--- src/rtl/gpio_cfg_pkg.sv ---
// Shared constants and types for the GPIO configuration shifter.
//   CFG_WIDTH        bits per pad control block
//   *_IDX / DM_*     bit positions of each field inside a pad word
//   DEFAULT_PAD_CFG  power-on pad configuration word
//   state_e          transfer FSM states
//   max_u            elaboration-time maximum helper
package gpio_cfg_pkg;

  localparam int unsigned CFG_WIDTH = 13;

  localparam int unsigned MGMT_ENA_IDX    = 0;
  localparam int unsigned OUTENB_IDX      = 1;
  localparam int unsigned HOLDOVER_IDX    = 2;
  localparam int unsigned INP_DIS_IDX     = 3;
  localparam int unsigned IB_MODE_SEL_IDX = 4;
  localparam int unsigned ANALOG_EN_IDX   = 5;
  localparam int unsigned ANALOG_SEL_IDX  = 6;
  localparam int unsigned ANALOG_POL_IDX  = 7;
  localparam int unsigned SLOW_SEL_IDX    = 8;
  localparam int unsigned VTRIP_SEL_IDX   = 9;
  localparam int unsigned DM_LSB          = 10;
  localparam int unsigned DM_MSB          = 12;

  localparam logic [CFG_WIDTH-1:0] DEFAULT_PAD_CFG = 13'h1803;

  typedef enum logic [2:0] {
    ST_IDLE  = 3'd0,
    ST_CRST  = 3'd1,
    ST_SHIFT = 3'd2,
    ST_LOAD  = 3'd3,
    ST_DONE  = 3'd4
  } state_e;

  function automatic int unsigned max_u(input int unsigned a, input int unsigned b);
    return (a > b) ? a : b;
  endfunction

endpackage

--- src/rtl/gpio_cfg_bit_timer.sv ---
// Serial-clock phase timer: counts CLK_DIV system cycles per half period,
// tracks which half of the bit period is active, and counts bit periods.
//   clk, rst        system clock, synchronous active-high reset
//   clr_i           return to count 0, low half, bit 0
//   en_i            advance the phase counter
//   tick_c          last cycle of the current half period
//   period_end_c    last cycle of a full (low+high) bit period
//   last_bit_c      current bit period is bit NBITS-1
module gpio_cfg_bit_timer #(
  parameter int unsigned CLK_DIV = 4,
  parameter int unsigned NBITS   = 1
) (
  input  logic clk,
  input  logic rst,
  input  logic clr_i,
  input  logic en_i,
  output logic tick_c,
  output logic period_end_c,
  output logic last_bit_c
);

  localparam int unsigned CNT_W = (CLK_DIV > 1) ? $clog2(CLK_DIV) : 1;
  localparam int unsigned BIT_W = $clog2(NBITS + 1);

  logic [CNT_W-1:0] cnt_q, cnt_d;
  logic             half_q, half_d;
  logic [BIT_W-1:0] bit_q, bit_d;

  // Flags come from registers only so the FSM can use them without a loop.
  always_comb begin : flags
    tick_c       = (cnt_q == CNT_W'(CLK_DIV - 1));
    period_end_c = tick_c && half_q;
    last_bit_c   = (bit_q == BIT_W'(NBITS - 1));
  end

  always_comb begin : next_count
    cnt_d  = cnt_q;
    half_d = half_q;
    bit_d  = bit_q;
    if (clr_i) begin
      cnt_d  = '0;
      half_d = 1'b0;
      bit_d  = '0;
    end else if (en_i) begin
      if (tick_c) begin
        cnt_d  = '0;
        half_d = ~half_q;
        if (half_q) begin
          bit_d = bit_q + BIT_W'(1);
        end
      end else begin
        cnt_d = cnt_q + CNT_W'(1);
      end
    end
  end

  always_ff @(posedge clk) begin : regs
    if (rst) begin
      cnt_q  <= '0;
      half_q <= 1'b0;
      bit_q  <= '0;
    end else begin
      cnt_q  <= cnt_d;
      half_q <= half_d;
      bit_q  <= bit_d;
    end
  end

endmodule

--- src/rtl/gpio_cfg_shifter.sv ---
// Serial configuration transmitter for the user-project GPIO pad ring.
// Captures a flat per-pad configuration word, shifts it MSB-first into the
// two pad control-block chains on a divided serial clock, then strobes load.
//   wb_clk_i, wb_rst_i   system clock, synchronous active-high reset
//   start                request a transfer (honoured only when idle)
//   cfg_i                pad p config at [p*CFG_WIDTH +: CFG_WIDTH]
//   busy, done           transfer in progress / one-cycle completion pulse
//   serial_clock         chain shift clock
//   serial_load          chain latch strobe
//   serial_resetn        chain reset, active low
//   serial_data_1/2      chain 1 / chain 2 data
module gpio_cfg_shifter #(
  parameter int unsigned AREA1PADS  = 19,
  parameter int unsigned TOTAL_PADS = 38,
  parameter int unsigned CFG_WIDTH  = gpio_cfg_pkg::CFG_WIDTH,
  parameter int unsigned CLK_DIV    = 4
) (
  input  logic                            wb_clk_i,
  input  logic                            wb_rst_i,
  input  logic                            start,
  input  logic [TOTAL_PADS*CFG_WIDTH-1:0] cfg_i,
  output logic                            busy,
  output logic                            done,
  output logic                            serial_clock,
  output logic                            serial_load,
  output logic                            serial_resetn,
  output logic                            serial_data_1,
  output logic                            serial_data_2
);
  import gpio_cfg_pkg::*;

  localparam int unsigned AREA2PADS = TOTAL_PADS - AREA1PADS;
  localparam int unsigned SPADS     = max_u(AREA1PADS, AREA2PADS);
  localparam int unsigned NBITS     = SPADS * CFG_WIDTH;
  localparam int unsigned CH1_W     = AREA1PADS * CFG_WIDTH;
  localparam int unsigned CH2_W     = AREA2PADS * CFG_WIDTH;

  state_e           state_q, state_d;
  logic [NBITS-1:0] sh1_q, sh1_d, sh2_q, sh2_d;
  logic [NBITS-1:0] sh2_init_c;
  logic             busy_q, busy_d, done_q, done_d;
  logic             sclk_q, sclk_d, sload_q, sload_d, sresetn_q, sresetn_d;
  logic             sdata1_q, sdata1_d, sdata2_q, sdata2_d;
  logic             timer_en_c, timer_clr_c;
  logic             tick_c, period_end_c, last_bit_c;

  // Chain 2 goes out lowest pad first, so pad words are reversed into the
  // shadow; any shortfall versus the longer chain becomes leading zeros.
  for (genvar g = 0; g < AREA2PADS; g++) begin : g_ch2
    assign sh2_init_c[(AREA2PADS-1-g)*CFG_WIDTH +: CFG_WIDTH] =
      cfg_i[(AREA1PADS+g)*CFG_WIDTH +: CFG_WIDTH];
  end
  if (NBITS > CH2_W) begin : g_ch2_lead
    assign sh2_init_c[NBITS-1:CH2_W] = '0;
  end

  gpio_cfg_bit_timer #(
    .CLK_DIV (CLK_DIV),
    .NBITS   (NBITS)
  ) u_timer (
    .clk          (wb_clk_i),
    .rst          (wb_rst_i),
    .clr_i        (timer_clr_c),
    .en_i         (timer_en_c),
    .tick_c       (tick_c),
    .period_end_c (period_end_c),
    .last_bit_c   (last_bit_c)
  );

  // Next state, shadow shifting, and next output values.
  always_comb begin : next_state
    state_d    = state_q;
    sh1_d      = sh1_q;
    sh2_d      = sh2_q;
    timer_en_c = 1'b0;
    case (state_q)
      ST_IDLE: begin
        if (start) begin
          state_d = ST_CRST;
          sh1_d   = NBITS'(cfg_i[CH1_W-1:0]);
          sh2_d   = sh2_init_c;
        end
      end
      ST_CRST: begin
        timer_en_c = 1'b1;
        if (period_end_c) state_d = ST_SHIFT;
      end
      ST_SHIFT: begin
        timer_en_c = 1'b1;
        if (period_end_c) begin
          if (last_bit_c) begin
            state_d = ST_LOAD;
          end else begin
            sh1_d = sh1_q << 1;
            sh2_d = sh2_q << 1;
          end
        end
      end
      ST_LOAD: begin
        timer_en_c = 1'b1;
        if (tick_c) state_d = ST_DONE;
      end
      ST_DONE: state_d = ST_IDLE;
      default: state_d = ST_IDLE;
    endcase

    // Each phase restarts the timer from zero.
    timer_clr_c = !timer_en_c || (state_d != state_q);

    busy_d    = (state_d == ST_CRST) || (state_d == ST_SHIFT) || (state_d == ST_LOAD);
    done_d    = (state_d == ST_DONE);
    sload_d   = (state_d == ST_LOAD);
    sresetn_d = (state_d != ST_CRST);
    // The serial clock mirrors the timer's half-period flag while shifting.
    sclk_d    = (state_q == ST_SHIFT) && (state_d == ST_SHIFT) && (sclk_q ^ tick_c);
    sdata1_d  = (state_d == ST_SHIFT) && sh1_d[NBITS-1];
    sdata2_d  = (state_d == ST_SHIFT) && sh2_d[NBITS-1];
  end

  always_ff @(posedge wb_clk_i) begin : regs
    if (wb_rst_i) begin
      state_q   <= ST_IDLE;
      sh1_q     <= '0;
      sh2_q     <= '0;
      busy_q    <= 1'b0;
      done_q    <= 1'b0;
      sclk_q    <= 1'b0;
      sload_q   <= 1'b0;
      sresetn_q <= 1'b0;
      sdata1_q  <= 1'b0;
      sdata2_q  <= 1'b0;
    end else begin
      state_q   <= state_d;
      sh1_q     <= sh1_d;
      sh2_q     <= sh2_d;
      busy_q    <= busy_d;
      done_q    <= done_d;
      sclk_q    <= sclk_d;
      sload_q   <= sload_d;
      sresetn_q <= sresetn_d;
      sdata1_q  <= sdata1_d;
      sdata2_q  <= sdata2_d;
    end
  end

  assign busy          = busy_q;
  assign done          = done_q;
  assign serial_clock  = sclk_q;
  assign serial_load   = sload_q;
  assign serial_resetn = sresetn_q;
  assign serial_data_1 = sdata1_q;
  assign serial_data_2 = sdata2_q;

endmodule

--- config.mk ---
export PLATFORM = sky130hd
export DESIGN_NAME = gpio_cfg_shifter
export DESIGN_NICKNAME = d
export VERILOG_FILES = /design/src/rtl/gpio_cfg_pkg.sv /design/src/rtl/gpio_cfg_bit_timer.sv /design/src/rtl/gpio_cfg_shifter.sv
export SDC_FILE = /design/constraint.sdc
export NUM_CORES = 1
export LEC_CHECK = 0
export BUFFER_PORTS_ARGS = -buffer_cell sky130_fd_sc_hd__buf_2
export CORE_MARGIN = 2
export CORE_UTILIZATION = 48
export DETAILED_ROUTE_END_ITERATION = 7
export MAX_ROUTING_LAYER = met4
export PLACE_DENSITY = 0.73
export SYNTH_ARGS = -nofsm -noshare
export SYNTH_HDL_FRONTEND = slang
export SYNTH_SLANG_ARGS = --single-unit
--- constraint.sdc ---
create_clock -name wb_clk_i -period 2.55 [get_ports wb_clk_i]
set_input_delay 0.3825 -clock wb_clk_i [delete_from_list [all_inputs] [get_ports wb_clk_i]]
set_output_delay 0.3825 -clock wb_clk_i [all_outputs]
set_load 0.005 [all_outputs]
==> flow_metrics.tcl, run 1 <==
set metrics [dict create \
    outcome "finished, final reports clean" \
    cts_buffers 53 \
    syn_nets 2857 \
    yosysWarnings 0 \
    hpwl_um 41170 \
    clkSlewWorstSetupHoldPaths_ns 0.06 \
    syn2layout_area_growth_pct 21.69 \
    hold_path_class "in -> reg" \
    drt_wl_total_um 62490 \
    slew_viol_final 0 \
    initial_utilization_pct 48.73 \
    syn_inst 2357 \
    worst-slew-pin-transition_ns 0.6463 \
    rsz0062_at_grt "false" \
    synth-edff-count 0 \
    arrival_ns 2.82 \
    overflow 0 \
    drc 0 \
    slew_headroom_pct 56.91 \
    finalSetupTns_ns 0 \
    core_area_um2 43080 \
    grt_pass1_wl_um 95300 \
    r2r_end "sh2_q[17]" \
    finalCritPeriodShare_pct 90.04 \
    synth_common_cells "515 x dfxtp_1, 498 x a21oi_1, 498 x nand3_1" \
    ys.flop_type "dfxtp_1" \
    hold_viol_final 0 \
    clk_path_buf_depth 3 \
    ys_ff_latch 515 \
    yosysMostFrequentCell "dfxtp_1" \
    tritoncts "yes" \
    chipWidth_um 213.1 \
    viasPerCell 6.062 \
    ir_drop_mv 0.5042 \
    vias 20500 \
    first_pass_iters 6 \
    post-cts-setup-buffer-count 0 \
    cts-root-buf "clkbuf_16" \
    power_density_nw_per_um2 719.8 \
    placementRows 76 \
    htree_num_levels 2 \
    final_util_pct 59.30 \
    path_cells "ha_1, and2_0, o311a_4, buf_12, buf_4, a22oi_1, a21oi_1" \
    place_congestion 0.8917 \
    r2r_start "u_timer.cnt_q[0]" \
    synth_top_area_share_pct 49.11 \
    max_stage_delay_ns 0.38 \
    fin_crit_ns 2.296 \
    max_cap_violations 0 \
    drt_iter0_markers 2437 \
    slowest_stage "and2_0" \
    crit_required_ns 3.07 \
    worstRegToRegCells 7 \
    dpl-instance-area_um2 23680 \
    netlist_area_um2 20990 \
    crit_fanout 29 \
    drive_gt1_share_pct 24.14 \
    clkSinkCount 515 \
    critPathLaunch "u_timer.cnt_q[0]" \
    setup_viol 0 \
    die_height_um 213.1 \
    final_cell_area_um2 25540 \
    cts_resized 0 \
    ys_types 39 \
    antenna_found_initial 44 \
    grt_max_degree 120 \
    holdWs_ns 0.03987 \
    portBuffers 503 \
    die_area_um2 45420 \
    rrSetupSlack_ns 0.25 \
    critPathLaunchType "register" \
    ioPinCount 504 \
    grt_pass1_vias 18830 \
    drt.antenna.violating_nets 0 \
    ys_seq_area_share_pct 49.11 \
    clock_latency_ns 0.60 \
    nNetsFinal 3205 \
    synth_top_cell_by_area "dfxtp_1" \
    synthArstFlopShare_pct 0 \
    endpoint_kind "register" \
    fmax_ghz 0.4356 \
    wire_per_inst_um 18.48 \
    finClkSkew_ns 0.02138 \
    hold_buffers 0 \
    crit_type "reg -> reg" \
    p_leak_nw 9.358 \
    syn_area_per_cell_um2 8.906 \
    synth_area_leaders "dfxtp_1 49%, a22oi_1 18%, a21oi_1 12%" \
    cp-endpoint "sh2_q[17]" \
    grt_usage_pct 26.51 \
]
[layer usage]
layer  part of all wire [%]  global-route usage [%]
met5                      0                       -
met1                     40                   31.95
met3                    9.1                   8.178
met4                    3.1                   11.70
met2                     48                   40.86
[placed cells by master (no fill, tap or decap), types with 3 or more instances in the layout]
cell / n
dfxtp_1: 515
xor2_1: 4
diode_2: 51
inv_1: 3
clkinv_2: 9
a21oi_1: 498
xnor2_1: 5
buf_2: 502
nor2_1: 16
clkbuf_16: 53
nand3_1: 497
buf_4: 39
clkbuf_1: 12
a22oi_1: 492
bufinv_16: 3
clkbuf_8: 14
ha_1: 3
buf_12: 30
nor3_1: 4
nand2_1: 10
[through the flow]
step / power, mW / setup slack [ns] / instances
after global placement: 10.73 / 0.3955 / 3235
after floorplan: 10.01 / 0.7190 / 2357
after global routing: 19.08 / 0.05898 / 3375
final: 18.39 / 0.2541 / 3382
after detailed placement: 10.81 / 0.2831 / 3235
after CTS: 18.50 / 0.2656 / 3331
[registers in the layout (all words and copies together) (netlist names), 2 cells and up]
register / cells
u_timer.bit_q: 8
sh1_q: 247
state_q: 3
sh2_q: 247
u_timer.cnt_q: 2
[where the power goes]
| group | internal, mW | switching, mW | total [mW] |
|---|---|---|---|
| Clock | 4.53 | 3.19 | 7.72 |
| Sequential | 8.53 | 0.262 | 8.79 |
| Combinational | 0.860 | 1.01 | 1.87 |
[layout make-up]
cell class	instances	area [µm²]
antenna	51	127.6
clock buffer	79	1564
clock inverter	17	177.7
fill	3725	17530
inverter	3	11.26
multi-input combinational	1560	9201
sequential	515	10310
tap	585	732.0
timing repair buffer	572	3421
[worst min path at each step]
stage                     slack (ns)               end  cells past startpoint             start
after CTS                       0.01          sh1_q[0]                      3          cfg_i[0]
final                           0.04          sh1_q[0]                      3          cfg_i[0]
after global placement          0.45  u_timer.cnt_q[1]                      2  u_timer.cnt_q[1]
after global routing            0.05          sh1_q[0]                      3          cfg_i[0]
after floorplan                 0.44  u_timer.cnt_q[1]                      2  u_timer.cnt_q[1]
after detailed placement        0.46        sh1_q[211]                      2        sh1_q[211]
[kinds of logic after synthesis]
kind of cell | count (synthesis) | synth area share, %
buffers and inverters | 282 | 7.194
AOI/OAI and AO/OA | 1003 | 30.04
xor gates and xnor gates | 9 | 0.3755
and+or+nand+nor | 544 | 13.04
muxes | 1 | 0.05364
DFF | 515 | 49.11
adders and majority gates | 3 | 0.1788
[critical path: cells and delay by family, from the launching register on]
kind / cells / cell delay, ns
buf+inv: 2 / 0.51
compound gates: 3 / 0.61
fa+ha+maj: 1 / 0.36
simple gates: 1 / 0.38
flops: 1 / 0.35
No activity file was read; power rests on OpenSTA's default activity.
==> inputs of run 2 (changes only) <==
--- a/config.mk
+++ b/config.mk
@@ -5,12 +5,13 @@
 export SDC_FILE = /design/constraint.sdc
 export NUM_CORES = 1
 export LEC_CHECK = 0
+export ABC_AREA = 1
 export BUFFER_PORTS_ARGS = -buffer_cell sky130_fd_sc_hd__buf_2
 export CORE_MARGIN = 2
 export CORE_UTILIZATION = 48
 export DETAILED_ROUTE_END_ITERATION = 7
 export MAX_ROUTING_LAYER = met4
-export PLACE_DENSITY = 0.73
+export PLACE_DENSITY = 0.72
 export SYNTH_ARGS = -nofsm -noshare
 export SYNTH_HDL_FRONTEND = slang
 export SYNTH_SLANG_ARGS = --single-unit
==> run 2 against run 1 <==
Clock skew is 0.0087 ns lower. Total power grew 5.3%. Cell count up 30%. Design area up 7.1%. Core utilization fell by 0.41 points. Routed wire length increased by 0.40%. Area after synthesis is 7.5% higher. Critical path depth rose by 1. Maximum frequency increased by 1.0%. Clock power grew 9.8%. Synthesized cell count is 44% higher. Largest cell class is now multi-input gates. Largest power group unchanged.
==> flow_metrics.tcl, run 2 <==
set metrics [dict create \
    yosysWarnings 0 \
    vias 22660 \
    ys_types 23 \
    place_ws_ns 0.3687 \
    place_congestion 0.8203 \
    drc 0 \
    endpoint_kind "register" \
    core_area_um2 46460 \
    final_common_cell "nand2_1" \
    p_total_mw 19.36 \
    worst-slew-pin-transition_ns 0.6975 \
    syn2layout_area_growth_pct 21.27 \
    critPathLaunch "u_timer.cnt_q[0]" \
    min_from "cfg_i[0]" \
    placementRows 79 \
    htree_num_levels 2 \
    r2r_end "sh1_q[14]" \
    hold_path_class "in -> reg" \
    synth_common_cells "1027 x nand2_1, 523 x nor2_1, 515 x dfxtp_1" \
    cts_buffers 54 \
    clock_latency_ns 0.59 \
    hpwl_um 40280 \
    clkSinkCount 515 \
    ys.flop_type "dfxtp_1" \
    chipWidth_um 220.8 \
    finClkSkew_ns 0.01268 \
    synth_top_area_share_pct 45.70 \
    worst_slack_ns 0.2778 \
    slew_viol_final 0 \
    ys_ff_latch 515 \
    synth_area_leaders "dfxtp_1 46%, nand2_1 17%, nand3_1 11%" \
    critPathLaunchType "register" \
    yosysMostFrequentCell "nand2_1" \
    ir_drop_mv 0.5643 \
    hold_viol_final 0 \
    slew_headroom_pct 53.50 \
    crit_required_ns 3.07 \
    worst_path_dominant_cell_family "simple AND/OR/NAND/NOR gates" \
    viasPerCell 5.168 \
    overflow 0 \
    fill_cells 4523 \
    drive_gt1_share_pct 17.18 \
    path_cells "ha_1, nand2_1, nor2_4, buf_12, nand3_1, nand2_1, a21oi_1, nor2_1" \
    largestRegisters "sh1_q: 247 flops, sh2_q: 247 flops, u_timer.bit_q: 8 flops" \
    fmax_ghz 0.4401 \
    outcome "finished, final reports clean" \
    die_height_um 220.8 \
    layout_common_cells "1027 x nand2_1, 523 x nor2_1, 515 x dfxtp_1" \
    dpl-instance-area_um2 25370 \
    ys_seq_area_share_pct 45.70 \
    crit_top_cell "nand2_1" \
    rrSetupSlack_ns 0.28 \
    drt_iter0_markers 1963 \
    final_util_pct 58.89 \
    max_cap_violations 0 \
    drt.antenna.violating_nets 0 \
    crit_fanout 140 \
    netlist_area_um2 22560 \
    hold_buffers 0 \
    first_pass_iters 5 \
    synth-edff-count 0 \
    slowest_stage "buf_12" \
    grt_pass1_vias 19990 \
    p_leak_nw 13.37 \
    holdWs_ns 0.04199 \
    clk_path_buf_depth 3 \
    dp.cells 4265 \
    worstRegToRegCells 8 \
    power_density_nw_per_um2 707.8 \
    rsz0062_at_grt "false" \
    grt_max_degree 141 \
    worst-path-buf-inv 1 \
    grt_pass1_wl_um 98520 \
    finalCritPeriodShare_pct 89.10 \
    die_area_um2 48750 \
    final_cells 4385 \
    post-cts-setup-buffer-count 0 \
    syn_nets 3884 \
    initial_utilization_pct 48.56 \
    nNetsFinal 4214 \
    crit_type "reg -> reg" \
    synth_top_cell_by_area "dfxtp_1" \
    clkSlewWorstSetupHoldPaths_ns 0.06 \
    synthArstFlopShare_pct 0 \
    finalSetupTns_ns 0 \
    portBuffers 503 \
    cp-endpoint "sh1_q[14]" \
    cts-root-buf "clkbuf_16" \
    wire_per_inst_um 14.31 \
    r2r_start "u_timer.cnt_q[0]" \
    syn_inst 3384 \
    drt_wl_total_um 62740 \
    ioPinCount 504 \
    setup_viol 0 \
    grt_usage_pct 25.16 \
    antenna_found_initial 21 \
    max_stage_delay_ns 0.47 \
    fin_crit_ns 2.272 \
    cts_resized 0 \
    final_cell_area_um2 27360 \
    crit_cells 8 \
    tritoncts "yes" \
    syn_area_per_cell_um2 6.666 \
    arrival_ns 2.79 \
]
run 2: cell types whose count changed in the layout (fill, tap and decap cells not counted), moves of 7 or more:
cell / delta
clkbuf_1: -7
a22oi_1: -492
nand3_1: +8
nor2_1: +507
buf_4: -20
nand2_1: +1017
diode_2: -28
inv_1: +20
run 2: worst min-delay path by stage:
stage,slack [ns],to,depth (start not counted)
floorplan,0.44,sh1_q[0],2
global placement,0.45,sh1_q[0],2
detailed placement,0.46,sh1_q[0],2
CTS,0.009,sh1_q[0],3
global route,0.05,sh1_q[0],3
finish,0.04,sh1_q[0],3
run 2: cell type report:
cell class / count / area [µm²] / share of cell area (%)
clock buffer: 75 / 1602 / 5.854
clock inverter: 22 / 332.8 / 1.217
inverter: 24 / 97.59 / 0.3567
multi-input combinational: 2571 / 11010 / 40.24
timing repair buffer: 548 / 3191 / 11.66
sequential: 515 / 10310 / 37.69
antenna: 23 / 57.56 / 0.2104
tap: 607 / 759.5 / 2.776
run 2: cells by family after synthesis:
group	synth area share [%]
adder cells (fa/ha/maj)	0.1664
buffers and inverters	5.563
AND/OR/NAND/NOR	37.18
AO/OA/AOI/OAI	11.20
flip-flops	45.70
XOR/XNOR	0.1942
run 2: report_power, final:
group | internal [mW] | switching, mW | leakage [nW]
Sequential | 8.54 | 0.245 | 4.23
Clock | 5.18 | 3.30 | 0.938
Combinational | 0.862 | 1.24 | 8.20
run 2: metal layers:
metal / vias to the layer above / routed length, µm / GRT usage [%]
met5: - / 0 / -
met3: 109 / 4427 / 5.223
li1: 11660 / - / -
met4: 0 / 1736 / 8.800
met2: 695 / 28550 / 38.58
met1: 10200 / 28030 / 32.94
run 2: worst min-delay path, stage by stage:
cell and delay (ns):
buf_2 0.09, nand2_1 0.05, a21oi_1 0.06
==> inputs of run 3 (changes only) <==
--- a/config.mk
+++ b/config.mk
@@ -8,10 +8,9 @@
 export ABC_AREA = 1
 export BUFFER_PORTS_ARGS = -buffer_cell sky130_fd_sc_hd__buf_2
 export CORE_MARGIN = 2
-export CORE_UTILIZATION = 48
+export CORE_UTILIZATION = 40
 export DETAILED_ROUTE_END_ITERATION = 7
 export MAX_ROUTING_LAYER = met4
-export PLACE_DENSITY = 0.72
 export SYNTH_ARGS = -nofsm -noshare
 export SYNTH_HDL_FRONTEND = slang
 export SYNTH_SLANG_ARGS = --single-unit
==> run 3 against run 2 <==
Routed wire length is 4.5% higher. Clock skew fell by 0.0053 ns. Core utilization decreased by 9.5 points. First-iteration DRC count fell by 16%. Critical path depth grew 1. Total power rose by 0.95%. Via count shrank 1.1%. Sequential power barely moved. Cell count grew 3.6%. Die area rose by 20%. Non-clock buffer count grew 3. Count of clock-buffer cells in the layout increased by 7. Critical endpoint is now sh1_q[233].
==> flow_metrics.tcl, run 3 (same netlist as run 2, synthesis figures left out) <==
set metrics [dict create \
    arrival_ns 2.64 \
    drc 0 \
    worstRegToRegCells 9 \
    clkSinkCount 515 \
    clkSlewWorstSetupHoldPaths_ns 0.06 \
    clk_path_buf_depth 3 \
    rrSetupSlack_ns 0.44 \
    place_ws_ns 0.3629 \
    holdPathStages 3 \
    r2r_end "sh1_q[233]" \
    nNetsFinal 4219 \
    overflow 0 \
    fmax_ghz 0.4729 \
    fill_cells 5803 \
    ir_drop_mv 0.5075 \
    finalCritPeriodShare_pct 82.92 \
    critPathLaunchType "register" \
    rsz0062_at_grt "false" \
    crit_required_ns 3.07 \
    vias 22400 \
    path_cells "ha_1, nand2_1, nor2_4, buf_12, buf_12, nand3_1, nand2_1, a21oi_1, nor2_1" \
    ioPinCount 504 \
    grt_pass1_wl_um 102600 \
    max_cap_violations 0 \
    largestRegisters "sh1_q: 247 flops, sh2_q: 247 flops, u_timer.bit_q: 8 flops" \
    drive_gt1_share_pct 17.32 \
    chipWidth_um 241.5 \
    combPwrFrac_pct 10.9 \
    slew_viol_final 0 \
    grt_usage_pct 22.03 \
    drt.antenna.violating_nets 0 \
    final_common_cell "nand2_1" \
    layout_common_cells "1027 x nand2_1, 523 x nor2_1, 515 x dfxtp_1" \
    portBuffers 503 \
    setup_viol 0 \
    holdWs_ns 0.04957 \
    viasPerCell 4.932 \
    crit_type "reg -> reg" \
    swShare_pct 24.65 \
    fin_crit_ns 2.114 \
    min_to "sh2_q[0]" \
    finalSetupTns_ns 0 \
    tritoncts "yes" \
    htree_num_levels 2 \
    drt_iter0_markers 1646 \
    clock_latency_ns 0.59 \
    p_seq_share_pct 44.9 \
    grt_max_degree 136 \
    initial_utilization_pct 40.24 \
    antenna_found_initial 21 \
    dpl-instance-area_um2 25650 \
    slowest_stage "dfxtp_1" \
    first_pass_iters 5 \
    place_congestion 0.8037 \
    die_height_um 241.5 \
    syn2layout_area_growth_pct 22.78 \
    power_density_nw_per_um2 705.7 \
    hold_path_class "in -> reg" \
    min_from "cfg_i[481]" \
    hold_viol_final 0 \
    p_total_mw 19.55 \
    p_leak_nw 13.46 \
    cts_buffers 56 \
    slew_headroom_pct 56.28 \
    power.internal_mw 14.73 \
    outcome "finished, final reports clean" \
    cts_resized 0 \
    hold_buffers 0 \
    finClkSkew_ns 0.007391 \
    max_stage_delay_ns 0.34 \
    die_area_um2 58310 \
    wire_per_inst_um 14.44 \
    crit_fanout 82 \
    drt_wl_total_um 65580 \
    final_cell_area_um2 27700 \
    core_area_um2 56060 \
    r2r_start "u_timer.cnt_q[0]" \
    worst_slack_ns 0.4355 \
    endpoint_kind "register" \
    grt_pass1_vias 20380 \
    clkPwrFrac_pct 44.2 \
    cts-root-buf "clkbuf_16" \
    worst-slew-pin-transition_ns 0.6557 \
    post-cts-setup-buffer-count 0 \
    power.switching_mw 4.818 \
    placementRows 87 \
    hpwl_um 42080 \
]
-- run 3: final cells by class --
type | instances | area [µm²] | share of cell area (%)
tap | 756 | 945.9 | 3.415
sequential | 515 | 10310 | 37.22
antenna | 23 | 57.56 | 0.2078
inverter | 24 | 97.59 | 0.3524
timing repair buffer | 551 | 3288 | 11.87
clock inverter | 21 | 290.3 | 1.048
clock buffer | 82 | 1700 | 6.139
multi-input combinational | 2571 | 11010 | 39.74
-- run 3: metal layers --
metal  routed length (µm)  GRT usage [%]
met1                30140          28.51
met2                29760          34.60
met3                 4091          4.364
met4                 1589          7.089
met5                    0              -
-- run 3: critical path: cells and delay by family (launching register included) --
kind            cells  cell delay (ns)
fa+ha+maj           1             0.27
simple gates        5             0.77
compound gates      1             0.04
buf+inv             2             0.54
flops               1             0.34
-- run 3: worst max-delay path by stage --
stage / start / end / slack (ns)
after floorplan: u_timer.bit_q[0] / sh1_q[157] / 0.85
after global placement: start / sh1_q[131] / 0.38
after detailed placement: start / sh1_q[131] / 0.36
after CTS: u_timer.bit_q[0] / sh1_q[100] / 0.44
after global routing: u_timer.bit_q[0] / sh1_q[18] / 0.21
final: u_timer.cnt_q[0] / sh1_q[233] / 0.44
-- run 3: stage by stage --
| step | utilization (%) | instances |
|---|---|---|
| 4_1_cts | 49.30 | 4520 |
| 6_report | 49.41 | 4543 |
| 2_1_floorplan | - | 3384 |
| 3_5_place_dp | 45.75 | 4417 |
| 3_3_place_gp | 45.75 | 4417 |
| 5_1_grt | 49.40 | 4541 |
-- run 3: power by group through the flow --
stage / Combinational [mW] / Clock (mW) / Sequential (mW)
6_report: 2.13 / 8.63 / 8.78
4_1_cts: 2.15 / 8.87 / 8.78
5_1_grt: 2.42 / 9.18 / 8.84
2_1_floorplan: 1.35 / 0 / 8.90
3_3_place_gp: 2.13 / 0 / 8.95
3_5_place_dp: 2.13 / 0 / 8.95
